--- config.mk ---
export PLATFORM = sky130hd
export DESIGN_NAME = fetch_stage
export DESIGN_NICKNAME = d
export VERILOG_FILES = /design/src/rtl/fetch_stage.sv
export SDC_FILE = /design/constraint.sdc
export NUM_CORES = 1
export LEC_CHECK = 0
export CAP_MARGIN = 0
export CORE_MARGIN = 4
export CORE_UTILIZATION = 44
export DETAILED_ROUTE_END_ITERATION = 6
export GPL_ROUTABILITY_DRIVEN = 1
export PLACE_DENSITY = 0.85
export SLEW_MARGIN = 20
export SYNTH_ARGS = -nofsm -noshare
export SYNTH_HDL_FRONTEND = slang
export SYNTH_SLANG_ARGS = --single-unit
--- constraint.sdc ---
create_clock -name clock -period 1.7 [get_ports clock]
set_input_delay 0.34 -clock clock [delete_from_list [all_inputs] [get_ports clock]]
set_output_delay 0.34 -clock clock [all_outputs]
set_load 0.05 [all_outputs]
--- src/rtl/fetch_stage.sv ---
// Instruction fetch front end: owns the PC, drives the ROM address and
// loads the IF/ID register, resolving stalls and branch redirects.
module fetch_stage #(
  parameter int unsigned PC_WIDTH = 32,
  parameter int unsigned INSTR_WIDTH = 32,
  parameter logic [PC_WIDTH-1:0] RESET_PC = '0,
  parameter logic [INSTR_WIDTH-1:0] NOP_INSTR = '0
) (
  input  logic                   clock,
  input  logic                   reset,
  input  logic [INSTR_WIDTH-1:0] rom_instr,
  input  logic                   stall,
  input  logic                   branch_taken,
  input  logic [PC_WIDTH-1:0]    branch_pc,
  output logic [PC_WIDTH-1:0]    rom_addr,
  output logic [INSTR_WIDTH-1:0] ifid_instr,
  output logic [PC_WIDTH-1:0]    ifid_pc,
  output logic                   ifid_valid,
  output logic                   redirect_pending,
  output logic [31:0]            fetch_count
);

  typedef struct packed {
    logic [INSTR_WIDTH-1:0] instr;
    logic [PC_WIDTH-1:0]    pc;
    logic                   valid;
  } if_id_t;

  typedef enum logic {
    IDLE    = 1'b0,
    PENDING = 1'b1
  } state_t;

  localparam if_id_t BUBBLE = '{
    instr: NOP_INSTR,
    pc:    '0,
    valid: 1'b0
  };

  logic [PC_WIDTH-1:0] pc;
  logic [PC_WIDTH-1:0] pend_pc;
  logic [31:0]         count;
  if_id_t              ifid;
  state_t              state;

  logic sel_hold;
  logic sel_branch;
  logic sel_pend;

  // Mutually exclusive selects so the decoder below is truly unique.
  always_comb begin
    sel_hold   = stall;
    sel_branch = !stall && branch_taken;
    sel_pend   = !stall && !branch_taken
                 && (state == PENDING);
  end

  always_ff @(posedge clock or negedge reset) begin
    if (!reset) begin
      pc      <= RESET_PC;
      pend_pc <= '0;
      count   <= '0;
      ifid    <= BUBBLE;
      state   <= IDLE;
    end else begin
      unique case (1'b1)
        sel_hold: begin
          if (branch_taken) begin
            pend_pc <= branch_pc;
            state   <= PENDING;
          end
        end
        sel_branch: begin
          pc    <= branch_pc;
          ifid  <= BUBBLE;
          state <= IDLE;
        end
        sel_pend: begin
          pc    <= pend_pc;
          ifid  <= BUBBLE;
          state <= IDLE;
        end
        default: begin
          ifid.instr <= rom_instr;
          ifid.pc    <= pc;
          ifid.valid <= 1'b1;
          pc         <= pc + PC_WIDTH'(1);
          count      <= count + 32'd1;
        end
      endcase
    end
  end

  assign rom_addr         = pc;
  assign ifid_instr       = ifid.instr;
  assign ifid_pc          = ifid.pc;
  assign ifid_valid       = ifid.valid;
  assign redirect_pending = (state == PENDING);
  assign fetch_count      = count;

endmodule

==> metrics <==
run status complete, but fails checks; violations in the final reports setup timing; first-pass iteration count of the detailed router 6; Worst-Margin Slew 0.4558 ns; share of post-route cells with drive strength above 1 0.3680; All-Layer GR Usage 0.2317; Area Overhead vs Synth 52.18%; vertical die dimension 139.8 um; Post-Synth Adder-Cell Area 0.003277; required time at the endpoint of the critical path 2.00 ns; Sequential cell area 0.004094 mm^2; fraction of the yosys area taken by sequential cells 0.5308; root buffer selected by CTS sky130_fd_sc_hd__clkbuf_16; area fraction in compound gates after synthesis 0.1417; vias after detailed routing 7272; synthesized instance count 771; data arrival time of the worst path 2.03 ns; number of flops mapped to enable cells by yosys 0; Critical Path Start Type register; dominant combinational cell family by area after synthesis simple AND/OR/NAND/NOR gates; grt total ovfl 0; post-CTS clock slew at the launch and capture registers of the worst setup and hold paths 0.07 ns; clock tree from TritonCTS yes; initial antenna violation count 0; maximum capacitance violations 0; post-synthesis instance area 0.007637 mm^2; clk sink count 162; switching share of power 0.3473; combined area of the multi-input logic cells 0.003530 mm^2; xor-xnor portion of the synthesized cell area 0.03899; maximum fanout count along the critical path 11; placer congestion estimate 0.8468; highest-count cells in the layout ignoring fill and taps sky130_fd_sc_hd__buf_4, sky130_fd_sc_hd__nand2_1, sky130_fd_sc_hd__dfrtp_1, sky130_fd_sc_hd__o21ai_0, sky130_fd_sc_hd__clkdlybuf4s50_1; count of pins on the block boundary 198; R2R depth 5; setup repair after global routing missed its margin yes; main area contributors after synthesis sky130_fd_sc_hd__dfrtp_1, sky130_fd_sc_hd__nand2_1, sky130_fd_sc_hd__mux2_2; Final WS setup -0.02311 ns; Routed Wire Length 23.87 mm; number of placed cells counting well taps 1231; simple logic cell fraction of the synthesized area 0.1977; headroom to the max-slew limit 0.6961; period utilisation layout 1.014; max-slew violation total from the final report 0; routed len/inst 18.69 um; Pwr Density 1090 mW/mm^2; worst supply voltage drop on vdd 0.7796 mV; clock latency of the later-clocked register in the worst-skew pair 0.43 ns; number of fillers in the final layout 1189; number of placement rows 47; leakage dissipation 5.224 nW; commonest non-fill, non-tap cell in the layout sky130_fd_sc_hd__buf_4; total nets after synthesis 841; Core Footprint 0.01682 mm^2; maximum number of pins on one net before global-route repair 67; Port Buffer Count 197; maximum clock path buffer count 2; Fmax 0.5803 GHz; number of distinct library cells after synthesis 64; final layout net count 1114; overall die area 0.01953 mm^2; area fraction of the dominant cell type after synthesis 0.5308; number of global-route vias before repair 7099; Top FF cell, synth sky130_fd_sc_hd__dfrtp_1; Async SR Flop Fraction 1.000; flip-flop and latch count after synthesis 162; Psw 4.398 mW; mux contribution to synthesized area 0.04997; Finish-stage setup viols 3; Logic pwr share 0.319; internal power 8.266 mW; final hold violations 0; Synth Warn # 0; path type of the worst setup path register to register; Register-to-Register Setup Slack -0.02 ns; effective utilization at floorplan 0.4541; CTS HTree Levels 4; average via count per standard cell 5.695; clock network power share 0.310; Seq pwr share 0.370; Setup crit end kind register; 1st-iter DRT viols 670; Fin Clk Skew 0.006151 ns; worst hold-check path type input port to asynchronous set/reset pin; Die Wd 139.8 um; wire length of the first global-routing pass 36.92 mm; Final Hold Slack 0.3839 ns; final critical-path required period 1.723 ns; syn_area_per_cell 9.906 um^2; CTS Buf Count 17; remaining antenna violation count after routing 0; remaining design rule violation count 0; number of antenna diodes 0; Detail Placement HPWL 16.24 mm; number of standard cells in the final layout excluding fillers 1277; library cell occupying the most area in the post-synthesis netlist sky130_fd_sc_hd__dfrtp_1
## path summary, 6_finish.rpt
check                                      from               to
worst max register to register     rom_addr[13]     rom_addr[24]
worst min register to register  fetch_count[31]  fetch_count[31]
max in group asynchronous                 reset      rom_addr[4]
min in group clock                        stall      ifid_pc[20]
worst min-delay path                      reset  fetch_count[17]
worst max-delay path               rom_addr[13]     rom_addr[24]
## cell families (layout without fill, tap and decap cells)
family,after synthesis,count (layout)
simple gates,297,297
mux,34,34
fa+ha+maj,2,2
flops,162,162
compound gates,171,171
buf+inv,71,357
xor+xnor,34,34
## layer usage
metal / routed length, um / GRT usage / vias to the layer above
li1: - / - / 3329
met1: 9966 / 0.3209 / 3480
met2: 11520 / 0.3601 / 415
met3: 1883 / 0.05111 / 48
met4: 496 / 0.08414 / 0
met5: 0 / 0 / -
## power by group through the flow
stage	clock network, mW	logic (mW)	registers [mW]
finish	3.93	4.04	4.69
global route	4.16	4.25	4.74
CTS	3.99	3.98	4.67
detailed placement	0	3.93	4.73
global placement	0	3.87	4.71
floorplan	0	0.905	5.84
## area by class of cell
| cell class | instances | share of cell area |
|---|---|---|
| Sequential cell | 162 | 0.3522 |
| Clock inverter | 13 | 0.01303 |
| Multi-Input combinational cell | 538 | 0.3037 |
| Timing Repair Buffer | 307 | 0.2626 |
| Inverter | 18 | 0.005813 |
| Tap cell | 220 | 0.02368 |
| Clock buffer | 19 | 0.03897 |
## what timing repair did
action,in CTS,in global routing
hold buffers,1,0
endpoints found under the hold margin,31,0
cloned,0,0
endpoints found under the setup margin,9,38
setup buffers,3,10
resized for setup,11,33
pin swaps,3,6
## critical path: stages (launching register included)
cell	delay, ns
sky130_fd_sc_hd__dfrtp_2	0.40
sky130_fd_sc_hd__nand4_4	0.18
sky130_fd_sc_hd__nor4_4	0.37
sky130_fd_sc_hd__buf_12	0.18
sky130_fd_sc_hd__o221ai_2	0.10
sky130_fd_sc_hd__or3b_4	0.37
## cells in the mapped netlist (all sizes together) (2+ instances only)
library cell,count
nand4,20
clkbuf,30
dfrtp,162
a22oi,14
and4,10
nand2,156
a221o,2
nand3,19
xor2,21
o221ai,5
a41oi,2
mux2,33
a222oi,2
o2bb2ai,4
nor4,16
inv,17
buf,23
o21ai,74
nor2,21
or3b,5
nor3,27
a211o,3
a21oi,21
xnor2,13
a31oi,7
o22ai,9
nand4b,2
a221oi,4
and2,3
a31o,2
and3,10
or4,2
ha,2
o31ai,5
a311o,3
a22o,6
## sequential cells by signal, indices dropped and copies added, names as in the netlist
name / count
redirect_pending: 1
pend_pc: 32
ifid_instr: 32
ifid_valid: 1
ifid_pc: 32
rom_addr: 32
fetch_count: 32
## stage by stage
stage	setup TNS [ns]	setup WS [ns]	instance area (um^2)	util	total power, mW
floorplan	-2.108	-0.2306	7746	-	6.744
global placement	-30.23	-0.4434	10670	0.6345	8.576
detailed placement	-33.50	-0.5257	10670	0.6345	8.666
CTS	-0.01930	-0.01930	11360	0.6756	12.64
global route	-0.8438	-0.07656	11620	0.6910	13.15
finish	-0.05001	-0.02311	11620	0.6910	12.66
Note: power is estimated with default switching activity, not from simulation.
